<file path="config.mk">
export PLATFORM = sky130hd
export DESIGN_NAME = dma_chan_arbiter
export DESIGN_NICKNAME = d
export VERILOG_FILES = /design/src/rtl/dma_arb_pkg.sv /design/src/rtl/dma_rr_pick.sv /design/src/rtl/dma_chan_arbiter.sv
export SDC_FILE = /design/constraint.sdc
export NUM_CORES = 1
export LEC_CHECK = 0
export CORE_MARGIN = 5
export CORE_UTILIZATION = 50
export CTS_CLUSTER_DIAMETER = 40
export DETAILED_ROUTE_END_ITERATION = 8
export GPL_TIMING_DRIVEN = 0
export PLACE_DENSITY_LB_ADDON = 0.05
export SETUP_SLACK_MARGIN = 0.4
export SLEW_MARGIN = 10
export SYNTH_ARGS = -nofsm -noshare
export SYNTH_HDL_FRONTEND = slang
export SYNTH_SLANG_ARGS = --single-unit
</file>
<file path="constraint.sdc">
create_clock -name clk -period 12.1 [get_ports clk]
set_clock_uncertainty 0.2 [all_clocks]
set_input_delay 2.42 -clock clk [delete_from_list [all_inputs] [get_ports clk]]
set_output_delay 2.42 -clock clk [all_outputs]
set_load 0.01 [all_outputs]
</file>
<file path="src/rtl/dma_arb_pkg.sv">
// Shared types and constants for the DMA channel arbiter.
// Optional aging support is compiled in with `define DMA_ARB_AGING_EN.
package dma_arb_pkg;

    localparam int PRIO_W_DEF = 2;
    localparam int TMO_W_DEF  = 16;

    typedef enum logic [1:0] {
        IDLE = 2'd0,
        ARB  = 2'd1,
        WAIT = 2'd2,
        REL  = 2'd3
    } arb_state_e;

    function automatic int ch_id_w(input int num_ch);
        if (num_ch > 2) begin
            return $clog2(num_ch);
        end else begin
            return 1;
        end
    endfunction

endpackage

</file>
<file path="src/rtl/dma_rr_pick.sv">
// Combinational winner picker: highest priority first, round-robin tie-break after rr_ptr.
// With DMA_ARB_AGING_EN, aged requesters outrank all priorities.
module dma_rr_pick
    import dma_arb_pkg::*;
#(
    parameter int NUM_CH = 4,
    parameter int PRIO_W = PRIO_W_DEF
) (
    input  logic [NUM_CH-1:0]          req_i,
    input  logic [NUM_CH*PRIO_W-1:0]   prio_i,
    input  logic [ch_id_w(NUM_CH)-1:0] rr_ptr_i,
`ifdef DMA_ARB_AGING_EN
    input  logic [NUM_CH-1:0]          aged_i,
`endif
    output logic [NUM_CH-1:0]          onehot_o,
    output logic [ch_id_w(NUM_CH)-1:0] idx_o,
    output logic                       any_o
);

    localparam int IdW = ch_id_w(NUM_CH);

    logic [PRIO_W-1:0] best_prio_s;
    logic [NUM_CH-1:0] cand_s;
    int                best_dist_s;
    int                dist_s;

    // Candidate set: requesters at the top priority level (or the aged ones)
    always_comb begin
        best_prio_s = PRIO_W'(0);
        for (int i = 0; i < NUM_CH; i++) begin
            if (req_i[i] && (prio_i[i*PRIO_W +: PRIO_W] > best_prio_s)) begin
                best_prio_s = prio_i[i*PRIO_W +: PRIO_W];
            end else begin
                best_prio_s = best_prio_s;
            end
        end
        cand_s = NUM_CH'(0);
        for (int i = 0; i < NUM_CH; i++) begin
            cand_s[i] = req_i[i] && (prio_i[i*PRIO_W +: PRIO_W] == best_prio_s);
        end
`ifdef DMA_ARB_AGING_EN
        if (|(req_i & aged_i)) begin
            cand_s = req_i & aged_i;
        end else begin
            cand_s = cand_s;
        end
`endif
    end

    // Nearest candidate after rr_ptr in circular order wins
    always_comb begin
        best_dist_s = NUM_CH;
        dist_s      = 0;
        idx_o       = IdW'(0);
        for (int i = 0; i < NUM_CH; i++) begin
            dist_s = i - int'(rr_ptr_i) - 1;
            if (dist_s < 0) begin
                dist_s = dist_s + NUM_CH;
            end else begin
                dist_s = dist_s;
            end
            if (cand_s[i] && (dist_s < best_dist_s)) begin
                best_dist_s = dist_s;
                idx_o       = IdW'(i);
            end else begin
                idx_o       = idx_o;
            end
        end
        any_o = |cand_s;
        if (any_o) begin
            onehot_o = NUM_CH'(1) << idx_o;
        end else begin
            onehot_o = NUM_CH'(0);
        end
    end

endmodule

</file>
<file path="src/rtl/dma_chan_arbiter.sv">
// Arbitrates NUM_CH DMA channels onto one transfer engine with a watchdog.
// Define DMA_ARB_AGING_EN to add per-channel age counters that prevent starvation.
module dma_chan_arbiter
    import dma_arb_pkg::*;
#(
    parameter int NUM_CH = 4,
    parameter int PRIO_W = PRIO_W_DEF,
    parameter int TMO_W  = TMO_W_DEF
`ifdef DMA_ARB_AGING_EN
    ,
    parameter int AGE_LIMIT = 15
`endif
) (
    input  logic                       clk,
    input  logic                       rst_n,
    input  logic [NUM_CH-1:0]          ch_req_i,
    input  logic [NUM_CH*PRIO_W-1:0]   ch_prio_i,
    input  logic [TMO_W-1:0]           tmo_cycles_i,
    input  logic                       eng_done_i,
    input  logic                       eng_error_i,
    output logic [NUM_CH-1:0]          ch_grant_o,
    output logic                       eng_start_o,
    output logic [ch_id_w(NUM_CH)-1:0] eng_ch_id_o,
    output logic                       arb_busy_o,
    output logic                       tmo_err_o
);

    localparam int IdW = ch_id_w(NUM_CH);

    arb_state_e        state_q, state_d;
    logic [NUM_CH-1:0] grant_q, grant_d;
    logic [IdW-1:0]    id_q, id_d;
    logic              start_q, start_d;
    logic              busy_q, busy_d;
    logic              tmo_err_q, tmo_err_d;
    logic [TMO_W-1:0]  tmo_cnt_q, tmo_cnt_d;
    logic [IdW-1:0]    rr_ptr_q, rr_ptr_d;

    logic [NUM_CH-1:0] pick_onehot_s;
    logic [IdW-1:0]    pick_idx_s;
    logic              pick_any_s;
    logic              xfer_end_s;
    logic              tmo_hit_s;

    assign xfer_end_s = eng_done_i | eng_error_i;
    assign tmo_hit_s  = (state_q == WAIT) && (tmo_cycles_i != TMO_W'(0)) &&
                        (tmo_cnt_q == (tmo_cycles_i - TMO_W'(1)));

`ifdef DMA_ARB_AGING_EN
    localparam int AgeW = $clog2(AGE_LIMIT + 1);

    logic [AgeW-1:0]   age_q [NUM_CH];
    logic [NUM_CH-1:0] aged_s;

    // A channel is aged once its counter saturates
    always_comb begin
        aged_s = NUM_CH'(0);
        for (int i = 0; i < NUM_CH; i++) begin
            aged_s[i] = (age_q[i] == AgeW'(AGE_LIMIT));
        end
    end

    // Age counters: requesting losers count up in ARB, the winner clears
    always_ff @(posedge clk or negedge rst_n) begin
        if (!rst_n) begin
            for (int i = 0; i < NUM_CH; i++) begin
                age_q[i] <= AgeW'(0);
            end
        end else if (state_q == ARB) begin
            for (int i = 0; i < NUM_CH; i++) begin
                if (id_q == IdW'(i)) begin
                    age_q[i] <= AgeW'(0);
                end else if (ch_req_i[i] && !aged_s[i]) begin
                    age_q[i] <= age_q[i] + AgeW'(1);
                end
            end
        end
    end
`endif

    dma_rr_pick #(
        .NUM_CH (NUM_CH),
        .PRIO_W (PRIO_W)
    ) u_pick (
        .req_i    (ch_req_i),
        .prio_i   (ch_prio_i),
        .rr_ptr_i (rr_ptr_q),
`ifdef DMA_ARB_AGING_EN
        .aged_i   (aged_s),
`endif
        .onehot_o (pick_onehot_s),
        .idx_o    (pick_idx_s),
        .any_o    (pick_any_s)
    );

    // State register
    always_ff @(posedge clk or negedge rst_n) begin
        if (!rst_n) begin
            state_q <= IDLE;
        end else begin
            state_q <= state_d;
        end
    end

    // Next-state logic; a done/error ends the transfer even if the watchdog also hits
    always_comb begin
        state_d = state_q;
        case (state_q)
            IDLE: begin
                if (pick_any_s) begin
                    state_d = ARB;
                end else begin
                    state_d = IDLE;
                end
            end
            ARB: state_d = WAIT;
            WAIT: begin
                if (xfer_end_s || tmo_hit_s) begin
                    state_d = REL;
                end else begin
                    state_d = WAIT;
                end
            end
            REL:     state_d = IDLE;
            default: state_d = IDLE;
        endcase
    end

    // Next values for the registered outputs, watchdog counter and rr pointer
    always_comb begin
        grant_d   = grant_q;
        id_d      = id_q;
        start_d   = 1'b0;
        tmo_err_d = 1'b0;
        tmo_cnt_d = tmo_cnt_q;
        rr_ptr_d  = rr_ptr_q;
        busy_d    = (state_d != IDLE);
        case (state_q)
            IDLE: begin
                if (pick_any_s) begin
                    grant_d = pick_onehot_s;
                    id_d    = pick_idx_s;
                end else begin
                    grant_d = NUM_CH'(0);
                    id_d    = IdW'(0);
                end
            end
            ARB: start_d = 1'b1;
            WAIT: begin
                tmo_cnt_d = tmo_cnt_q + TMO_W'(1);
                tmo_err_d = tmo_hit_s & ~xfer_end_s;
            end
            REL: begin
                grant_d   = NUM_CH'(0);
                id_d      = IdW'(0);
                tmo_cnt_d = TMO_W'(0);
                rr_ptr_d  = id_q;
            end
            default: begin
                grant_d = NUM_CH'(0);
                id_d    = IdW'(0);
            end
        endcase
    end

    // Output, watchdog and pointer registers
    always_ff @(posedge clk or negedge rst_n) begin
        if (!rst_n) begin
            grant_q   <= NUM_CH'(0);
            id_q      <= IdW'(0);
            start_q   <= 1'b0;
            busy_q    <= 1'b0;
            tmo_err_q <= 1'b0;
            tmo_cnt_q <= TMO_W'(0);
            rr_ptr_q  <= IdW'(NUM_CH - 1);
        end else begin
            grant_q   <= grant_d;
            id_q      <= id_d;
            start_q   <= start_d;
            busy_q    <= busy_d;
            tmo_err_q <= tmo_err_d;
            tmo_cnt_q <= tmo_cnt_d;
            rr_ptr_q  <= rr_ptr_d;
        end
    end

    assign ch_grant_o  = grant_q;
    assign eng_start_o = start_q;
    assign eng_ch_id_o = id_q;
    assign arb_busy_o  = busy_q;
    assign tmo_err_o   = tmo_err_q;

endmodule

</file>
# Yosys cells after proc, flatten, opt, wreduce, memory -nomap -nowiden
# Index checks and enable logic that the tools add are counted.
dict set report word_totals {
  in_bits 32
  wordCells 91
  output_inout_bits 9
  regBits 29
}
dict set report op_classes {
  n_bitwise 3
  mux 24
  add_sub_neg 14
  shifts 1
  reduce_logical 21
  magnitude_cmp 12
  n_eq_ne 8
}
# op n
set op_table {}
lappend op_table {{32-bit 2-to-1 mux} 7}
lappend op_table {{32-bit by 4-bit adder with 32-bit output, second input constant} 4}
lappend op_table {{32-bit by 1-bit < comparator with 1-bit output, second input constant} 4}
lappend op_table {{32-bit by 2-bit subtractor with 32-bit output, second input constant} 4}
lappend op_table {{32-bit < comparator} 3}
lappend op_table {{32-bit by 4-bit < comparator with 1-bit output, second input constant} 1}
lappend op_table {{16-bit one-hot mux with 2 select lines} 1}
lappend op_table {{16-bit by 1-bit adder with 16-bit output, second input constant} 1}
lappend op_table {{16-bit equality test} 1}
lappend op_table {{16-bit nonzero test} 1}
lappend op_table {{16-bit by 1-bit subtractor with 16-bit output, second input constant} 1}
lappend op_table {{1-bit logical AND} 14}
lappend op_table {{2-bit 2-to-1 mux} 7}
lappend op_table {{2-bit equality test} 4}
lappend op_table {{2-bit one-hot mux with 4 select lines} 1}
lappend op_table {{4-bit one-hot mux with 2 select lines} 1}
lappend op_table {{2-bit greater-than comparator} 3}
lappend op_table {{2-bit nonzero test} 3}
lappend op_table {{1-bit by 2-bit subtractor with 3-bit output, first input constant} 2}
lappend op_table {{2-bit by 2-bit subtractor with 3-bit output, first input constant} 2}
lappend op_table {{1-bit 2-to-1 mux} 5}
lappend op_table {{2-bit equality test, second input constant} 2}
lappend op_table {{4-bit 2-to-1 mux} 1}
lappend op_table {{2-bit one-hot mux with 2 select lines} 1}
lappend op_table {{other kinds (9)} 9}

# Longest topological paths before layout
dict set report logic_depth {
  depth_word 28
  ltp_mapped 48
  mapped_depth_nobuf 43
}

# By module
# Synthesis repeated with hierarchy kept, for this count alone.
dict set report unflattened {
  cells_unflattened 380
  area_unflattened_um2 3260.6
}
# module cells_each area_per_inst_um2 n_inst seq_area_each_um2
set by_module_without_submodules {}
lappend by_module_without_submodules {dma_chan_arbiter 222 2014.4 1 728.2}
lappend by_module_without_submodules {dma_rr_pick 158 1246.2 1 0.0}

# Least setup slack after synthesis
# OpenSTA, ideal clock, no wires.
dict set report synth_path {
  kind {input-to-reg}
  from {input port ch_prio_i[0]}
  to {register id_q[1], in the netlist eng_ch_id_o[1]}
  required_ps 11784
  cell_stages 41
  t_arrival_ps 10391
  setup_slack_ps 1393
  path_cell_list {nand2_1 inv_1 ha_1 a21boi_2 o21ai_0 a21boi_0 ha_1 a21bo_2 a21o_1 o211ai_1 nand2_1 ha_1 nor2b_1 o21a_1 o311a_1 o22a_1 a211oi_1 clkbuf_1 [5 not listed] o211a_1 clkbuf_1 a21oi_1 ha_1 a21o_1 a21o_1 a221oi_1 o21ai_0 a31oi_1 nand4_1 a21o_1 a21o_1 ha_1 nor2_1 nand2_1 o22ai_1 o21ai_0 o311ai_0}
}
dict set report synth_via {
  elab_chain_cells 27
  word_cells_on_any_way 35
}
# item line
set synth_rtl {}
lappend synth_rtl {{start: declaration} dma_chan_arbiter.sv:17} ;# input logic [NUM_CH*PRIO_W-1:0] ch_prio_i,
lappend synth_rtl {{2-bit by 1-bit greater-than comparator with 1-bit output} dma_rr_pick.sv:31} ;# if (req_i[i] && (prio_i[i*PRIO_W +: PRIO_W] > best_prio_s)) begin
lappend synth_rtl {{1-bit logical AND} dma_rr_pick.sv:31}
lappend synth_rtl {{2-bit 2-to-1 mux} dma_rr_pick.sv:31}
lappend synth_rtl {{2-bit greater-than comparator} dma_rr_pick.sv:31}
lappend synth_rtl {{1-bit logical AND} dma_rr_pick.sv:31}
lappend synth_rtl {{2-bit 2-to-1 mux} dma_rr_pick.sv:31}
lappend synth_rtl {{2-bit greater-than comparator} dma_rr_pick.sv:31}
lappend synth_rtl {{1-bit logical AND} dma_rr_pick.sv:31}
lappend synth_rtl {{[11 not listed]} --}
lappend synth_rtl {{32-bit < comparator} dma_rr_pick.sv:62} ;# if (cand_s[i] && (dist_s < best_dist_s)) begin
lappend synth_rtl {{1-bit logical AND} dma_rr_pick.sv:62}
lappend synth_rtl {{32-bit 2-to-1 mux} dma_rr_pick.sv:62}
lappend synth_rtl {{32-bit < comparator} dma_rr_pick.sv:62}
lappend synth_rtl {{1-bit logical AND} dma_rr_pick.sv:62}
lappend synth_rtl {{2-bit 2-to-1 mux} dma_rr_pick.sv:62}
lappend synth_rtl {{2-bit 2-to-1 mux *} dma_chan_arbiter.sv:140} ;# if (pick_any_s) begin
lappend synth_rtl {{2-bit one-hot mux with 2 select lines *} dma_chan_arbiter.sv:138} ;# case (state_q)
lappend synth_rtl {{end signal: assignment} dma_chan_arbiter.sv:170} ;# id_q <= IdW'(0);
lappend synth_rtl {{end signal: assignment} dma_chan_arbiter.sv:178} ;# id_q <= id_d;
lappend synth_rtl {{end: declaration} dma_chan_arbiter.sv:32} ;# logic [IdW-1:0] id_q, id_d;
# Every way passes the cells marked *; elsewhere a longest branch is shown, timed or not.
# A chain may end at the register's enable or synchronous reset.

# Worst setup path in the final report
dict set report layout_path {
  from {input port ch_req_i[0]}
  to {register id_q[1], in the netlist eng_ch_id_o[1]}
}
dict set report layout_via {
  elab_chain_cells 26
  word_cells_on_any_way 34
}
# item line
set layout_rtl {}
lappend layout_rtl {{start: declaration} dma_chan_arbiter.sv:16} ;# input logic [NUM_CH-1:0] ch_req_i,
lappend layout_rtl {{1-bit logical AND} dma_rr_pick.sv:31}
lappend layout_rtl {{2-bit 2-to-1 mux} dma_rr_pick.sv:31}
lappend layout_rtl {{2-bit greater-than comparator} dma_rr_pick.sv:31}
lappend layout_rtl {{1-bit logical AND} dma_rr_pick.sv:31}
lappend layout_rtl {{2-bit 2-to-1 mux} dma_rr_pick.sv:31}
lappend layout_rtl {{2-bit greater-than comparator} dma_rr_pick.sv:31}
lappend layout_rtl {{1-bit logical AND} dma_rr_pick.sv:31}
lappend layout_rtl {{2-bit 2-to-1 mux} dma_rr_pick.sv:31}
lappend layout_rtl {{[10 not listed]} --}
lappend layout_rtl {{32-bit < comparator} dma_rr_pick.sv:62}
lappend layout_rtl {{1-bit logical AND} dma_rr_pick.sv:62}
lappend layout_rtl {{32-bit 2-to-1 mux} dma_rr_pick.sv:62}
lappend layout_rtl {{32-bit < comparator} dma_rr_pick.sv:62}
lappend layout_rtl {{1-bit logical AND} dma_rr_pick.sv:62}
lappend layout_rtl {{2-bit 2-to-1 mux} dma_rr_pick.sv:62}
lappend layout_rtl {{2-bit 2-to-1 mux *} dma_chan_arbiter.sv:140}
lappend layout_rtl {{2-bit one-hot mux with 2 select lines *} dma_chan_arbiter.sv:138}
# Marked as above.

==> parameters.txt <==
Parameter                              Value

Outcome
  Result of the run ... finished, final reports clean

Drt
  Remaining design rule violation count ... 0
  WL/cell ... 14.5 um
  Via count ... ~4600
  Vias per cell ... 5.53
  Detailed Route Iter0 Violations ... 215
  First-pass DRT Iterations ... 4
  Post-Route WL ... 12000 um
  Antenna violation net count after detailed routing ... 0

GRT
  Largest net degree at the start of global routing ... 30
  Overall Global Routing Usage ... 0.211
  Antenna violations before repair ... 0
  GR Overflow Total ... 0
  Global-route wire length before repair ... 20700 um
  Via count of the first global-routing pass ... approximately 4500

Setup path
  Startpoint-to-endpoint class of the critical path ... in2reg
  Library cell appearing most often on the critical path ... ha_1
  WP data required ... around 12 ns
  Arrival time of the worst setup path ... 11.19 ns
  Worst path slowest cell ... clkdlybuf4s50_1
  Type of element launching the critical path ... input pin
  Kind of end point of the critical path ... register
  Slowest Stage Delay on Critical Path ... 0.53 ns
  Largest driver fanout on the critical path ... 10

Synth
  Cell type with the largest total area after synthesis ... ha_1
  Most frequent cells after synthesis ... ha_1 (116), nand2_1 (51), nor2_1 (47)
  Top area cells in the synthesized netlist ... ha_1 (30%), dfrtp_1 (14%), xor2_1 (3.9%)
  Synthesis Warnings ... 0
  Synth Flop Type ... dfrtp_1
  Number of synthesized register bits ... 29
  Number of instances in the synthesized netlist ... 596
  Number of synthesized flops with an enable pin ... 0
  Post-synthesis instance area ... 4890 um2
  Area share of the largest cell type after synthesis ... 0.297
  Library cell with the highest instance count after synthesis ... ha_1
  Async SR Flop Fraction ... 1.00
  Library cells used by synthesis ... 69
  Sequential-to-total area share from yosys stat ... 0.149
  Avg Inst Size Synth ... 8.21 um2

Place
  Routability cong. ... 0.860
  Placed Cells incl. Taps ... 810
  Half-perimeter wire length after placement ... 9790 um
  Setup Slack @ Placement ... -0.775 ns
  Input/output buffers ... 40

Final layout
  Multi-input gate area in the final layout ... between 4000 and 5000 um2
  FF/Latch Area ... 728 um2
  Layout Utilization ... 0.611
  Net count of the finished layout ... 843
  Diodes inserted ... 0
  Fill cell count ... between 800 and 900
  Final non-filler cell total ... 827
  Layout cells sized above 1 ... 0.0821
  Layout-stage area growth over the synthesis result ... 20.4%

Clocking
  Clock latency reported for the late side of the worst-skew pair ... ~0.28 ns
  Hold buffer count at CTS ... 0
  Number of sinks driven by the clock tree ... 29
  Clock root buffer ... clkbuf_8
  Number of clock buffers inserted by TritonCTS ... 5
  Number of buffers on the longest clock path ... 2
  H-Tree Level Count ... 2
  Clk slew on worst S/H paths ... 0.07 ns
  CTS tree ... done

STA
  Worst-case headroom to the max-slew limit ... 0.476
  Final worst-path cycle share ... 0.928
  Fmax achieved ... 89.1 MHz
  Slew Viols, Final ... 0
  Final Hold Vio Count ... 0
  Fin crit period ... 11.23 ns
  Least-Margin Pin Slew ... 0.778 ns
  Post-route worst setup slack ... 0.874 ns
  Setup-violating endpoint count in the final report ... 0
  Setup repair after global routing missed its margin ... no

Job
  Max Cap Viol ... 0

Floorplan
  Effective utilization at floorplan ... 0.508
  Chip width ... 109 um
  I/O pin total ... 41
  Die outline height ... between 100 and 150 um
  Core ar. ... about 9600 um2
  Area of the die ... 11900 um2
  Total number of placement rows ... 36

Pwr
  Worst ir drop on vdd ... 0.0000862 V
  Pwr/cell area ... between 100 and 150 nW/um2
  Post-layout total power ... between 700 and 800 uW
  Standby leakage power ... between 2 and 3 nW

Hold path
  Path class of the lowest-slack min-delay path ... reg2reg
-- worst max-delay path, delay by kind of cell --
| kind | cells | cell delay (ns) |
|---|---|---|
| AOI/OAI and AO/OA | 24 | 4.91 |
| adders and majority gates | 6 | 1.73 |
| buffers and inverters | 4 | 1.09 |
| and+or+nand+nor | 7 | 1.00 |
-- where the power goes --
part	switching (mW)	total (mW)	leakage, nW	internal (mW)
sequential	0.0192	0.138	0.383	0.119
combinational	0.293	0.514	2.33	0.221
clock	0.0378	0.105	0.0585	0.0671
total	0.350	0.757	2.77	0.407
-- stage by stage --
step                setup TNS, ns  area [um2]  hold WS (ns)
finish                          0        5890         0.298
global route                    0        5890         0.325
CTS                             0        5780         0.307
detailed placement          -3.63        5610         0.290
global placement            -2.14        5610         0.294
floorplan                       0        5050         0.319
-- worst paths after layout --
| check | startpoint | endpoint | slack [ns] | depth (start not counted) |
|---|---|---|---|---|
| setup / recovery | ch_req_i[0] | eng_ch_id_o[1]$_DFFE_PN0P_ | 0.87 | 41 |
| hold / removal | ch_grant_o[0]$_DFFE_PN0P_ | ch_grant_o[0]$_DFFE_PN0P_ | 0.30 | 2 |
| setup reg to reg | rr_ptr_q[0]$_DFFE_PN1P_ | eng_ch_id_o[1]$_DFFE_PN0P_ | 5.05 | 26 |
| hold reg to reg | ch_grant_o[0]$_DFFE_PN0P_ | ch_grant_o[0]$_DFFE_PN0P_ | 0.30 | 2 |
| max in group asynchronous | rst_n | tmo_cnt_q[6]$_DFFE_PN0P_ | 9.31 | 1 |
| min in group asynchronous | rst_n | arb_busy_o$_DFF_PN0_ | 1.95 | 1 |
-- state kept, by name (all words and copies together), names as in the netlist --
signal       flops
ch_grant_o       4
eng_start_o      1
arb_busy_o       1
tmo_err_o        1
state_q          2
eng_ch_id_o      2
rr_ptr_q         2
tmo_cnt_q       16
-- repair_timing --
action | in CTS | in global routing
setup buffers | 4 | 5
pin swaps | 3 | 8
gates resized for setup | 10 | 26
gates cloned | 0 | 0
endpoints found under the setup margin | 6 | 6
-- metal layers --
layer  vias up  global-route usage  part of all wire
met5         -                   0                 0
met4         0              0.0433             0.012
met1      2150               0.287              0.47
li1       2326                   -                 -
met2        84               0.356              0.47
met3        12              0.0272             0.046
-- layout make-up --
cell class,instances,share of cell area
inverters,36,0.0229
clock buffers,7,0.0146
clock inverters,1,0.00510
well taps,133,0.0282
multi-input cells,560,0.714
repair buffers,49,0.0790
plain buffers,12,0.0123
flip-flops and latches,29,0.124
-- cells in the final DEF (no fill, tap or decap), types with 8 or more instances in the layout --
cell type        instances
a211oi_1                11
a21o_1                   9
a21oi_1                 34
a31oi_1                  9
and3_1                   8
buf_4                   10
clkdlybuf4s50_1         38
conb_1                  43
dfrtp_1                 27
ha_1                   116
inv_1                   36
nand2_1                 51
nand3_1                 20
nand4_1                 15
nor2_1                  45
nor3_1                  11
nor4_1                  10
o211ai_1                13
o21ai_0                 25
xnor2_1                 20
xor2_1                  22
-- cells by family (layout without fill, tap and decap cells) --
kind of cell	Yosys count	count (layout)	share of synthesized area
simple gates	199	199	0.205
compound gates	147	147	0.201
fa+ha+maj	118	118	0.305
buf+inv	48	105	0.0386
xor+xnor	42	42	0.0752
flops	29	29	0.149
mux	11	11	0.0253
other cells	2	43	0.00153
Power figures use the tool's default switching activity.
